--- config.mk ---
export PLATFORM = sky130hd
export DESIGN_NAME = ceespu_video_timing
export DESIGN_NICKNAME = d
export VERILOG_FILES = /design/src/rtl/ceespu_video_pkg.sv /design/src/rtl/ceespu_delay_line.sv /design/src/rtl/ceespu_video_timing.sv
export SDC_FILE = /design/constraint.sdc
export NUM_CORES = 1
export LEC_CHECK = 0
export ABC_AREA = 1
export CAP_MARGIN = 20
export CORE_ASPECT_RATIO = 0.8
export CORE_UTILIZATION = 57
export DETAILED_ROUTE_END_ITERATION = 6
export GPL_ROUTABILITY_DRIVEN = 0
export PLACE_DENSITY = 0.9
export SETUP_SLACK_MARGIN = 0.3
export SLEW_MARGIN = 20
export SYNTH_ARGS = -nofsm -noshare
export SYNTH_HDL_FRONTEND = slang
export SYNTH_SLANG_ARGS = --single-unit
--- constraint.sdc ---
create_clock -name I_pix_clk -period 2.9 [get_ports I_pix_clk]
set_input_delay 0.29 -clock I_pix_clk [delete_from_list [all_inputs] [get_ports I_pix_clk]]
set_output_delay 0.29 -clock I_pix_clk [all_outputs]
set_load 0.01 [all_outputs]
--- src/rtl/ceespu_video_pkg.sv ---
// Shared constants and types for the ceespu raster generator.
//   - 640x480@60 timing defaults and their derived totals / sync windows
//   - counter and output widths
//   - sync_bus_t: the {hsync, vsync, de} bundle carried through the alignment delay line
package ceespu_video_pkg;

  localparam int unsigned H_ACTIVE_DEF = 640;
  localparam int unsigned H_FP_DEF     = 16;
  localparam int unsigned H_SYNC_DEF   = 96;
  localparam int unsigned H_BP_DEF     = 48;
  localparam int unsigned V_ACTIVE_DEF = 480;
  localparam int unsigned V_FP_DEF     = 10;
  localparam int unsigned V_SYNC_DEF   = 2;
  localparam int unsigned V_BP_DEF     = 33;

  localparam int unsigned CNT_W   = 10;
  localparam int unsigned X_W     = 10;
  localparam int unsigned Y_W     = 9;
  localparam int unsigned FRAME_W = 16;

  function automatic int unsigned total_len(input int unsigned active, input int unsigned fp,
                                            input int unsigned sync, input int unsigned bp);
    return active + fp + sync + bp;
  endfunction

  // First counter value with sync asserted.
  function automatic int unsigned sync_first(input int unsigned active, input int unsigned fp);
    return active + fp;
  endfunction

  // Last counter value with sync asserted (inclusive).
  function automatic int unsigned sync_last(input int unsigned active, input int unsigned fp,
                                            input int unsigned sync);
    return active + fp + sync - 1;
  endfunction

  localparam int unsigned H_TOTAL_DEF  = total_len(H_ACTIVE_DEF, H_FP_DEF, H_SYNC_DEF, H_BP_DEF);
  localparam int unsigned V_TOTAL_DEF  = total_len(V_ACTIVE_DEF, V_FP_DEF, V_SYNC_DEF, V_BP_DEF);
  localparam int unsigned HS_START_DEF = sync_first(H_ACTIVE_DEF, H_FP_DEF);
  localparam int unsigned HS_END_DEF   = sync_last(H_ACTIVE_DEF, H_FP_DEF, H_SYNC_DEF);
  localparam int unsigned VS_START_DEF = sync_first(V_ACTIVE_DEF, V_FP_DEF);
  localparam int unsigned VS_END_DEF   = sync_last(V_ACTIVE_DEF, V_FP_DEF, V_SYNC_DEF);

  // Sync fields hold the pin level (polarity already applied), not the asserted flag.
  typedef struct packed {
    logic hsync;
    logic vsync;
    logic de;
  } sync_bus_t;

endpackage

--- src/rtl/ceespu_delay_line.sv ---
// WIDTH x DEPTH shift register with synchronous reset of every stage to RESET_VALUE.
// Ports:
//   clk  in            clock
//   rst  in            synchronous active-high reset
//   d    in  [WIDTH]   data entering stage 0
//   q    out [WIDTH]   data leaving the last stage (DEPTH cycles after d)
module ceespu_delay_line #(
  parameter int unsigned      WIDTH       = 1,
  parameter int unsigned      DEPTH       = 1,
  parameter logic [WIDTH-1:0] RESET_VALUE = '0
) (
  input  logic             clk,
  input  logic             rst,
  input  logic [WIDTH-1:0] d,
  output logic [WIDTH-1:0] q
);

  logic [WIDTH-1:0] stage_q [DEPTH];

  always_ff @(posedge clk) begin
    if (rst) begin
      for (int i = 0; i < DEPTH; i++) begin
        stage_q[i] <= RESET_VALUE;
      end
    end else begin
      stage_q[0] <= d;
      for (int i = 1; i < DEPTH; i++) begin
        stage_q[i] <= stage_q[i-1];
      end
    end
  end

  assign q = stage_q[DEPTH-1];

endmodule

--- src/rtl/ceespu_video_timing.sv ---
// Pixel-clock raster generator feeding ceespu_gpu and the HDMI controller.
// Ports:
//   I_pix_clk      in       pixel clock
//   I_reset        in       synchronous active-high reset
//   O_x            out [10] pixel column, 0 during blanking (undelayed)
//   O_y            out [9]  pixel row, 0 during blanking (undelayed)
//   O_hsync        out      hsync at HSYNC_POL, delayed PIPE_DELAY cycles
//   O_vsync        out      vsync at VSYNC_POL, delayed PIPE_DELAY cycles
//   O_de           out      data-enable, delayed PIPE_DELAY cycles to match the GPU RGB
//   O_frame_start  out      high while the raster sits at (0,0)
//   O_vblank       out      high while the line counter is past the active region
//   O_frame_count  out [16] frames completed since reset, wrapping
module ceespu_video_timing
  import ceespu_video_pkg::*;
#(
  parameter int unsigned        H_ACTIVE         = H_ACTIVE_DEF,
  parameter int unsigned        H_FP             = H_FP_DEF,
  parameter int unsigned        H_SYNC           = H_SYNC_DEF,
  parameter int unsigned        H_BP             = H_BP_DEF,
  parameter int unsigned        V_ACTIVE         = V_ACTIVE_DEF,
  parameter int unsigned        V_FP             = V_FP_DEF,
  parameter int unsigned        V_SYNC           = V_SYNC_DEF,
  parameter int unsigned        V_BP             = V_BP_DEF,
  parameter bit                 HSYNC_POL        = 1'b0,
  parameter bit                 VSYNC_POL        = 1'b0,
  parameter int unsigned        PIPE_DELAY       = 2,
  // Value the frame counter takes on reset; lets wrap behaviour be reached without
  // running 65536 frames.
  parameter logic [FRAME_W-1:0] FRAME_COUNT_INIT = '0
) (
  input  logic               I_pix_clk,
  input  logic               I_reset,
  output logic [X_W-1:0]     O_x,
  output logic [Y_W-1:0]     O_y,
  output logic               O_hsync,
  output logic               O_vsync,
  output logic               O_de,
  output logic               O_frame_start,
  output logic               O_vblank,
  output logic [FRAME_W-1:0] O_frame_count
);

  localparam logic [CNT_W-1:0] H_ACT_C  = CNT_W'(H_ACTIVE);
  localparam logic [CNT_W-1:0] H_LAST   = CNT_W'(total_len(H_ACTIVE, H_FP, H_SYNC, H_BP) - 1);
  localparam logic [CNT_W-1:0] HS_FIRST = CNT_W'(sync_first(H_ACTIVE, H_FP));
  localparam logic [CNT_W-1:0] HS_LAST  = CNT_W'(sync_last(H_ACTIVE, H_FP, H_SYNC));
  localparam logic [CNT_W-1:0] V_ACT_C  = CNT_W'(V_ACTIVE);
  localparam logic [CNT_W-1:0] V_LAST   = CNT_W'(total_len(V_ACTIVE, V_FP, V_SYNC, V_BP) - 1);
  localparam logic [CNT_W-1:0] VS_FIRST = CNT_W'(sync_first(V_ACTIVE, V_FP));
  localparam logic [CNT_W-1:0] VS_LAST  = CNT_W'(sync_last(V_ACTIVE, V_FP, V_SYNC));

  localparam sync_bus_t IDLE_BUS = '{hsync: ~HSYNC_POL, vsync: ~VSYNC_POL, de: 1'b0};

  logic [CNT_W-1:0]   h_cnt_q, h_cnt_d;
  logic [CNT_W-1:0]   v_cnt_q, v_cnt_d;
  logic [FRAME_W-1:0] frame_count_q, frame_count_d;
  logic               h_wrap, v_wrap;
  logic               h_active, v_active;
  logic               hsync_raw, vsync_raw;
  sync_bus_t          bus_raw, bus_dly;

  always_comb begin
    h_wrap        = (h_cnt_q == H_LAST);
    v_wrap        = (v_cnt_q == V_LAST);
    h_cnt_d       = h_wrap ? '0 : h_cnt_q + CNT_W'(1);
    v_cnt_d       = v_cnt_q;
    frame_count_d = frame_count_q;
    if (h_wrap) begin
      v_cnt_d = v_wrap ? '0 : v_cnt_q + CNT_W'(1);
      if (v_wrap) begin
        frame_count_d = frame_count_q + FRAME_W'(1);
      end
    end
  end

  // Reset outranks counting, so a held reset parks the raster at (0,0).
  always_ff @(posedge I_pix_clk) begin
    if (I_reset) begin
      h_cnt_q       <= '0;
      v_cnt_q       <= '0;
      frame_count_q <= FRAME_COUNT_INIT;
    end else begin
      h_cnt_q       <= h_cnt_d;
      v_cnt_q       <= v_cnt_d;
      frame_count_q <= frame_count_d;
    end
  end

  always_comb begin
    h_active  = (h_cnt_q < H_ACT_C);
    v_active  = (v_cnt_q < V_ACT_C);
    hsync_raw = (h_cnt_q >= HS_FIRST) && (h_cnt_q <= HS_LAST);
    // Depends on v_cnt only, so vsync edges fall on h_cnt = 0.
    vsync_raw = (v_cnt_q >= VS_FIRST) && (v_cnt_q <= VS_LAST);

    bus_raw.hsync = hsync_raw ? HSYNC_POL : ~HSYNC_POL;
    bus_raw.vsync = vsync_raw ? VSYNC_POL : ~VSYNC_POL;
    bus_raw.de    = h_active && v_active;

    O_x           = h_active ? h_cnt_q : '0;
    O_y           = v_active ? v_cnt_q[Y_W-1:0] : '0;
    O_frame_start = (h_cnt_q == '0) && (v_cnt_q == '0);
    O_vblank      = ~v_active;
    O_frame_count = frame_count_q;
    O_hsync       = bus_dly.hsync;
    O_vsync       = bus_dly.vsync;
    O_de          = bus_dly.de;
  end

  // Reset clears every stage to idle levels so an interrupted sync pulse cannot drain out.
  ceespu_delay_line #(
    .WIDTH      ($bits(sync_bus_t)),
    .DEPTH      (PIPE_DELAY),
    .RESET_VALUE(IDLE_BUS)
  ) u_sync_dly (
    .clk(I_pix_clk),
    .rst(I_reset),
    .d  (bus_raw),
    .q  (bus_dly)
  );

endmodule

==> results.py <==
metrics = {
    "timing": {
        "fmax_mhz": 412.7,
        "finalHoldViolCount": 0,
        "fin_crit_ns": 2.423,
        "period_share": 0.8354,
        "setup_viol": 0,
        "slew_headroom": 0.7109,
        "hold_slack_ns": 0.4093,
        "fin_tns_setup_ns": 0,
        "slew_viol_final": 0,
        "rsz0062_at_grt": "false",
        "worstMarginPinSlew_ns": 0.4325,
        "skew_ns": 0.009997,
    },
    "yosys": {
        "ys_top_cells_by_area": "dfxtp_1 (35%), nand2_1 (16%), nor2_1 (12%)",
        "yosys_warnings": 0,
        "postSynthRegisterBits": 42,
        "synth_edf_count": 0,
        "async_reset_ff_frac": 0,
        "synth_cells": 380,
        "synth_most_common_cell": "nand2_1",
        "synth-seq-area-share": 0.3505,
        "syn_area_per_cell_um2": 6.312,
        "syn_nets": 387,
        "synth_area_um2": 2399,
        "synth_cell_type_count": 28,
        "synthTopCellsByCount": "nand2_1 (102), nor2_1 (74), inv_1 (50)",
        "synth.largest_area_cell": "dfxtp_1",
        "ys.flop_type": "dfxtp_1",
        "synth_top_area_frac": 0.3505,
    },
    "floorplan": {
        "dieArea_um2": 4473,
        "die_height_um": 60.02,
        "die_w_um": 74.53,
        "initial_utilization": 0.6144,
        "rows": 20,
        "pin_count": 42,
        "core_um2": 3904,
    },
    "cells_and_area": {
        "postLayoutCoreUtil": 0.7535,
        "final_nets": 428,
        "final_layout_size_suffix_gt1_frac": 0.05924,
        "final_cells": 477,
        "synthToLayoutAreaGrowth_pct": 22.64,
        "n_antenna_cell": 0,
        "final_cell_area_um2": 2942,
    },
    "global_route": {
        "grt_pass1_wl_mm": 9.473,
        "grt_pass1_vias": 2114,
        "antenna_found_initial": 0,
        "gr-total-overflow": 0,
        "grt_max_degree": 18,
        "track_usage": 0.2795,
    },
    "routing": {
        "wire_per_inst_um": 12.33,
        "route.detailed.drc": 0,
        "num_vias": 2532,
        "first_pass_iters": 5,
        "dr_wl_met2_mm": 2.553,
        "routed-wl-met3_um": 475,
        "wl_met1_mm": 2.749,
        "drt_iter0_markers": 260,
        "drt_wl_total_mm": 5.881,
        "ant_nets": 0,
        "viasPerCell": 5.308,
        "highest_layer": "met4",
    },
    "worst_setup_path": {
        "worstPathRequired_ns": 2.61,
        "reg2reg_to": "v_cnt_q[9]",
        "worstPathMaxFanout": 11,
        "worstSetupPathType": "flop to output port",
        "worstSetupEndpointType": "output port",
        "critical_path.endpoint": "O_vblank",
        "reg2reg_slack_ns": 1.16,
        "r2r-start": "v_cnt_q[0]",
        "reg2regPathDepth": 9,
        "critPathLaunchType": "flop",
        "startpoint": "v_cnt_q[8]",
        "arrival_ns": 2.13,
    },
    "placement": {
        "io_buffers": 41,
        "dpl_cell_area_um2": 2835,
        "dpl.hpwl_mm": 4.174,
        "placed_cells_incl_taps": 469,
    },
    "pwr": {
        "leakagePower_nw": 1.184,
        "p_per_area_nw_per_um2": 371.6,
        "ir_drop_uv": 284.8,
    },
    "run": {
        "cap_violations": 0,
    },
    "clock_network": {
        "htreeDepth": 2,
        "clkSinkCount": 42,
        "path_clk_slew_ns": 0.08,
        "clk_root_buffer_cell": "clkbuf_8",
        "cts_buffers": 5,
        "postCtsHoldBufs": 0,
        "cts-resized-gates": 0,
        "worstSkewPairLatency_ns": 0.29,
        "cts_setup_buffers": 0,
        "cts_tree": "built",
        "clock_path_buffers": 2,
    },
    "run_status": {
        "status": "complete, no violations",
    },
    "worst_hold_path": {
        "hp-class": "flop to flop",
    },
}
==> report_power, final <==
part / switching, W / internal, W / total (W)
Sequential: 0.00000362 / 0.000581 / 0.000585
Clock: 0.000202 / 0.000258 / 0.000459
Combinational: 0.0000275 / 0.0000214 / 0.0000489
Total: 0.000233 / 0.000860 / 0.00109
==> state kept, by name, summed over array words and instances (netlist names) <==
signal / cells
O_frame_count: 16
h_cnt_q: 10
u_sync_dly.stage_q: 6
v_cnt_q: 10
==> stage by stage <==
step | total power (W) | setup slack [ns]
6_report | 0.001093 | 0.4772
3_5_place_dp | 0.0006465 | 0.8331
3_3_place_gp | 0.0006449 | 0.9064
2_1_floorplan | 0.0006251 | 1.437
5_1_grt | 0.001126 | 0.3496
4_1_cts | 0.001095 | 0.5121
==> layout make-up <==
| class | count | area, um2 |
|---|---|---|
| clock buffer | 7 | 76.32 |
| timing repair buffer | 42 | 417.9 |
| tap | 55 | 68.82 |
| clock inverter | 1 | 30.03 |
| sequential | 42 | 840.8 |
| inverter | 54 | 202.7 |
| fill | 313 | 962.2 |
| multi-input combinational | 276 | 1305 |
==> how the worst min path moves through the flow <==
stage / from / end / slack, ns / cells after the start
2_1_floorplan: u_sync_dly.stage_q[0][0] / u_sync_dly.stage_q[0][3] / 0.39 / 2
3_3_place_gp: u_sync_dly.stage_q[0][0] / u_sync_dly.stage_q[0][3] / 0.39 / 2
3_5_place_dp: u_sync_dly.stage_q[0][1] / u_sync_dly.stage_q[0][4] / 0.40 / 1
4_1_cts: u_sync_dly.stage_q[0][0] / u_sync_dly.stage_q[0][3] / 0.41 / 2
5_1_grt: u_sync_dly.stage_q[0][0] / u_sync_dly.stage_q[0][3] / 0.42 / 2
6_report: u_sync_dly.stage_q[0][0] / u_sync_dly.stage_q[0][3] / 0.41 / 2
==> layer usage <==
layer  up-vias  GRT usage
met2       135     0.4337
met1      1109     0.3940
met3        17    0.05396
met4         0    0.08086
li1       1271          -
met5         -          0
==> placed cells by master (no fill, tap or decap), drive strengths merged, types with 7 or more instances in the layout <==
cell type | Yosys | final
nand2 | 104 | 104
nor2 | 81 | 81
inv | 54 | 54
dfxtp | 42 | 42
clkdlybuf4s50 | 0 | 41
nand3 | 29 | 29
a21oi | 20 | 20
o21ai | 8 | 8
nand4 | 7 | 7
clkbuf | 2 | 7
==> worst max-delay path, stage by stage (launching register included) <==
cell             delay (ns)
dfxtp_1                0.38
inv_1                  0.14
nor3_1                 0.40
or2_2                  0.34
clkdlybuf4s50_1        0.59
==> kinds of logic (layout without fill, tap and decap cells) <==
logic type                 Yosys count  in the layout  share of synthesized area
and+or+nand+nor                    234            234                     0.4293
adders and majority gates            5              5                    0.02608
xor gates and xnor gates             5              5                    0.01826
buffers and inverters               62            104                     0.1054
AOI/OAI and AO/OA                   32             32                    0.07043
DFF                                 42             42                     0.3505
Power figures use the tool's default switching activity.
